### config.mk
export PLATFORM = sky130hd
export DESIGN_NAME = radix4_otf_converter
export DESIGN_NICKNAME = d
export VERILOG_FILES = /design/src/rtl/radix4_otf_converter.sv
export SDC_FILE = /design/constraint.sdc
export NUM_CORES = 1
export LEC_CHECK = 0
export ABC_AREA = 0
export CAP_MARGIN = 20
export CORE_MARGIN = 2
export CORE_UTILIZATION = 50
export DETAILED_ROUTE_END_ITERATION = 6
export PLACE_DENSITY = 0.75
export SLEW_MARGIN = 20
export SYNTH_ARGS = -nofsm -noshare
export SYNTH_HDL_FRONTEND = slang
export SYNTH_SLANG_ARGS = --single-unit
### constraint.sdc
create_clock -name clk -period 1.8 [get_ports clk]
set_clock_uncertainty 0.15 [all_clocks]
set_input_delay 0.36 -clock clk [delete_from_list [all_inputs] [get_ports clk]]
set_output_delay 0.36 -clock clk [all_outputs]
set_load 0.02 [all_outputs]
### src/rtl/radix4_otf_converter.sv
// Digit-serial radix-4 on-the-fly converter: signed digits MSD first in, two's-complement word out.
// Optional illegal-digit (-4) detection is enabled by defining RADIX4_OTF_DIGIT_CHECK_EN.
module radix4_otf_converter #(
  parameter int no_of_digits = 8,
  parameter int radix_bits   = 3,
  parameter int radix        = 4
) (
  input  logic                    clk,
  input  logic                    rst_n,
  input  logic                    flush,
  input  logic                    in_valid,
  output logic                    in_ready,
  input  logic [radix_bits-1:0]   din,
  output logic                    out_valid,
  input  logic                    out_ready,
  output logic [2*no_of_digits:0] dout,
  output logic                    digit_err
);

  localparam int W     = 2*no_of_digits + 1;
  localparam int LSB_W = $clog2(radix);
  localparam int CW    = (no_of_digits > 2) ? $clog2(no_of_digits) : 1;
  localparam logic [CW-1:0] LAST_CNT = CW'(no_of_digits - 1);

  typedef enum logic [1:0] {
    IDLE = 2'd0,
    ACC  = 2'd1,
    DONE = 2'd2
  } state_t;

  state_t             state_r;
  state_t             state_next_s;
  logic [CW-1:0]      cnt_r;
  logic [W-1:0]       q_r;
  logic [W-1:0]       qm_r;
  logic [W-1:0]       dout_r;
  logic [W-1:0]       q_next_s;
  logic [W-1:0]       qm_next_s;
  logic [LSB_W-1:0]   d_m1_s;
  logic [LSB_W-1:0]   d_p3_s;
  logic               d_neg_s;
  logic               d_zero_s;
  logic               accept_s;
  logic               last_s;

  // Shift a word one radix-4 position left and append the new digit bits.
  function automatic logic [W-1:0] otf_shift(input logic [W-1:0] base,
                                             input logic [LSB_W-1:0] lsbs);
    return {base[W-1-LSB_W:0], lsbs};
  endfunction

  assign in_ready  = (state_r != DONE);
  assign out_valid = (state_r == DONE);
  assign dout      = dout_r;
  assign accept_s  = in_valid && in_ready;
  assign last_s    = (cnt_r == LAST_CNT);

  // OTF selection: negative digits borrow from QM so no carry ever ripples.
  always_comb begin
    d_neg_s   = din[radix_bits-1];
    d_zero_s  = (din == {radix_bits{1'b0}});
    d_m1_s    = din[LSB_W-1:0] - LSB_W'(1);
    d_p3_s    = din[LSB_W-1:0] + LSB_W'(3);
    q_next_s  = '0;
    qm_next_s = '0;
    if (!d_neg_s) begin
      q_next_s = otf_shift(q_r, din[LSB_W-1:0]);
    end else begin
      q_next_s = otf_shift(qm_r, din[LSB_W-1:0]);
    end
    if (!d_neg_s && !d_zero_s) begin
      qm_next_s = otf_shift(q_r, d_m1_s);
    end else begin
      qm_next_s = otf_shift(qm_r, d_p3_s);
    end
  end

  // State register.
  always_ff @(posedge clk or negedge rst_n) begin
    if (!rst_n) begin
      state_r <= IDLE;
    end else begin
      state_r <= state_next_s;
    end
  end

  // Next-state logic; flush overrides every handshake.
  always_comb begin
    state_next_s = state_r;
    if (flush) begin
      state_next_s = IDLE;
    end else begin
      case (state_r)
        IDLE: begin
          if (accept_s) begin
            state_next_s = last_s ? DONE : ACC;
          end else begin
            state_next_s = IDLE;
          end
        end
        ACC: begin
          if (accept_s && last_s) begin
            state_next_s = DONE;
          end else begin
            state_next_s = ACC;
          end
        end
        DONE: begin
          if (out_ready) begin
            state_next_s = IDLE;
          end else begin
            state_next_s = DONE;
          end
        end
        default: state_next_s = IDLE;
      endcase
    end
  end

  // Accumulators re-seed on completion so the next word always starts at Q=0, QM=-1.
  always_ff @(posedge clk or negedge rst_n) begin
    if (!rst_n) begin
      cnt_r  <= '0;
      q_r    <= '0;
      qm_r   <= '1;
      dout_r <= '0;
    end else if (flush) begin
      cnt_r <= '0;
      q_r   <= '0;
      qm_r  <= '1;
    end else if (accept_s) begin
      if (last_s) begin
        cnt_r  <= '0;
        q_r    <= '0;
        qm_r   <= '1;
        dout_r <= q_next_s;
      end else begin
        cnt_r <= cnt_r + CW'(1);
        q_r   <= q_next_s;
        qm_r  <= qm_next_s;
      end
    end
  end

`ifdef RADIX4_OTF_DIGIT_CHECK_EN
  logic digit_err_r;
  assign digit_err = digit_err_r;

  // Sticky flag for the out-of-range digit -4; only reset or flush clears it.
  always_ff @(posedge clk or negedge rst_n) begin
    if (!rst_n) begin
      digit_err_r <= 1'b0;
    end else if (flush) begin
      digit_err_r <= 1'b0;
    end else if (accept_s && (din == {1'b1, {(radix_bits-1){1'b0}}})) begin
      digit_err_r <= 1'b1;
    end
  end
`else
  assign digit_err = 1'b0;
`endif

endmodule

==> results_dict.tcl <==
set metrics [dict create \
    status "finished with violations" \
    violations "negative setup slack" \
    multi_input_area_um2 940 \
    core_um2 4630 \
    cp-start-kind "flop" \
    area.growth.synth_to_final_pct 30.7 \
    finalCritPeriodShare 1.10 \
    regArea_um2 1320 \
    ant_nets 0 \
    grt_setup_unrepaired "true" \
    final_cell_mix "mux2i_1 (37), dfrtp_1 (37), buf_4 (24)" \
    io-pin-count 28 \
    viasPerCell 5.63 \
    setup_viol 17 \
    cts_root_buffer "clkbuf_8" \
    totalWireLength_um 5190 \
    pwr_density_cell_nw_per_um2 762 \
    cts.clk_slew.worst_paths_ns 0.09 \
    grt_pass1_vias 1649 \
    drc 0 \
    max-vdd-ir-drop_mv 0.504 \
    cts_tree "built" \
    setup_slack_ns -0.174 \
    grt.overflow.total 0 \
    grt_pass1_wl_um 8310 \
    wl_per_cell_um 17.7 \
    start_util 0.511 \
    max_cap_violations 0 \
    arrival_ns 2.02 \
    postPlaceCellArea_um2 2890 \
    place.gp.congestion 0.774 \
    nFillCells 367 \
    syn_nets 193 \
    diodes 0 \
    ys_seq_area_frac 0.558 \
    cts_inserted_buffers 5 \
    synth-edff-count 0 \
    antenna_found_initial 0 \
    cts_sinks 52 \
    final_cells 293 \
    avgSynthCellArea_um2 13.0 \
    synth_cell_types 29 \
    dp_hpwl_um 3470 \
    p_leak_nw 1.63 \
    nets 249 \
    htreeDepth 2 \
    crit_path_end_kind "flop" \
    worstHoldPathType "reg -> reg" \
    numPortBuffers 26 \
    insertion_delay_ns 0.30 \
    die_y_um 72.8 \
    crit_fanout 4 \
    fin_area_um2 3090 \
    layout-drive-gt1-share 0.356 \
    fmax_mhz 506 \
    grt_max_degree 53 \
    critical_path_required_ns 1.85 \
    finalMaxSlewViolations 0 \
    yosys_warnings 0 \
    worstSetupPathType "reg -> reg" \
    postSynthCellCount 182 \
    drt_pass1_iterations 4 \
    die_area_um2 5300 \
    fin_crit_ns 1.97 \
    row_count 25 \
    fp.dieW_um 72.8 \
    hold_viol 0 \
    drt-initial-drc-count 131 \
    vias 1649 \
    async_flop_share 1.00 \
    ys_ff_latch 52 \
    grt.total_usage 0.206 \
    syn_area_um2 2370 \
    clock_path_buffers 2 \
    synth_ff_type "dfrtp_1" \
    placedCellCount 279 \
]
==> cells in the mapped netlist, types with 2 or more instances <==
master     number  area [um2]
a21oi_1         3        15.0
a22o_1          3        26.3
a2bb2oi_1      14         123
buf_2           7        35.0
clkbuf_1        2        7.51
dfrtp_1        37         926
dfstp_2        15         394
ha_1            3        37.5
inv_1          15        56.3
mux2_2         11         124
mux2i_1        38         380
nand2_1         2        7.51
nand3_1         3        15.0
nor2_1          2        7.51
nor3_1          2        10.0
o21ai_0         3        15.0
o2bb2ai_1      10        87.6
==> final timing paths <==
path,start,endpoint,slack [ns],depth (start not counted)
max,cnt_r[0],dout[15],-0.17,6
min,q_r[13],q_r[13],0.35,1
max reg2reg,cnt_r[0],dout[15],-0.17,6
min reg2reg,q_r[13],q_r[13],0.35,1
max in group asynchronous,rst_n,qm_r[3],0.79,3
min in group asynchronous,rst_n,dout[10],0.42,3
==> critical path: stages, from the launching register on <==
cell     delay, ns
dfrtp_1       0.38
ha_2          0.20
ha_4          0.14
inv_2         0.04
or4_4         0.53
buf_6         0.15
mux2_4        0.28
==> logic make-up (layout without fill, tap and decap cells) <==
family          Yosys count  in the layout  share of synthesized area
mux                      49             49                      0.213
compound gates           35             35                      0.120
fa+ha+maj                 3              3                     0.0159
simple gates             12             12                     0.0286
other cells               1              1                    0.00158
buf+inv                  30             87                     0.0629
flops                    52             52                      0.558
==> registers in the layout (all words and copies together) (netlist names) <==
| register | cells |
|---|---|
| dout | 17 |
| qm_r | 15 |
| q_r | 15 |
| cnt_r | 3 |
| state_r | 2 |
==> layout make-up <==
class                   count  share of cell area
clock buffers               6              0.0267
clock inverters             2             0.00324
inverters                  17              0.0210
multi-input cells         100               0.304
flip-flops and latches     52               0.427
well taps                  54              0.0219
repair buffers             62               0.196
==> per-layer routing <==
| layer | vias to the layer above | share of wire | track usage |
|---|---|---|---|
| li1 | 760 | - | - |
| met1 | 837 | 0.46 | 0.271 |
| met2 | 44 | 0.49 | 0.346 |
| met4 | 0 | 0.013 | 0.0597 |
| met3 | 8 | 0.036 | 0.0428 |
| met5 | - | 0 | 0 |
==> per-stage QoR <==
stage | total power [mW] | setup TNS (ns) | worst slack, ns | util | hold slack (ns)
floorplan | 1.52 | -0.893 | -0.0909 | - | -0.0856
global placement | 1.67 | -7.68 | -0.357 | 0.625 | 0.216
detailed placement | 1.69 | -9.50 | -0.442 | 0.625 | 0.222
CTS | 2.36 | -3.01 | -0.216 | 0.658 | 0.350
global route | 2.45 | -2.81 | -0.212 | 0.668 | 0.359
finish | 2.35 | -2.09 | -0.174 | 0.668 | 0.349
==> power breakdown <==
group          switching, mW  internal (mW)  total [mW]
combinational          0.179          0.183       0.362
sequential            0.0514           1.26        1.31
clock                  0.376          0.308       0.684
==> repair_timing <==
item,4_1_cts,5_1_grt
setup buffers,5,0
hold endpoints to repair,37,0
resized for setup,14,22
hold buffers,1,0
gates cloned,0,1
pin swaps,3,4
setup endpoints to repair,28,46
No activity file was read; power rests on OpenSTA's default activity.
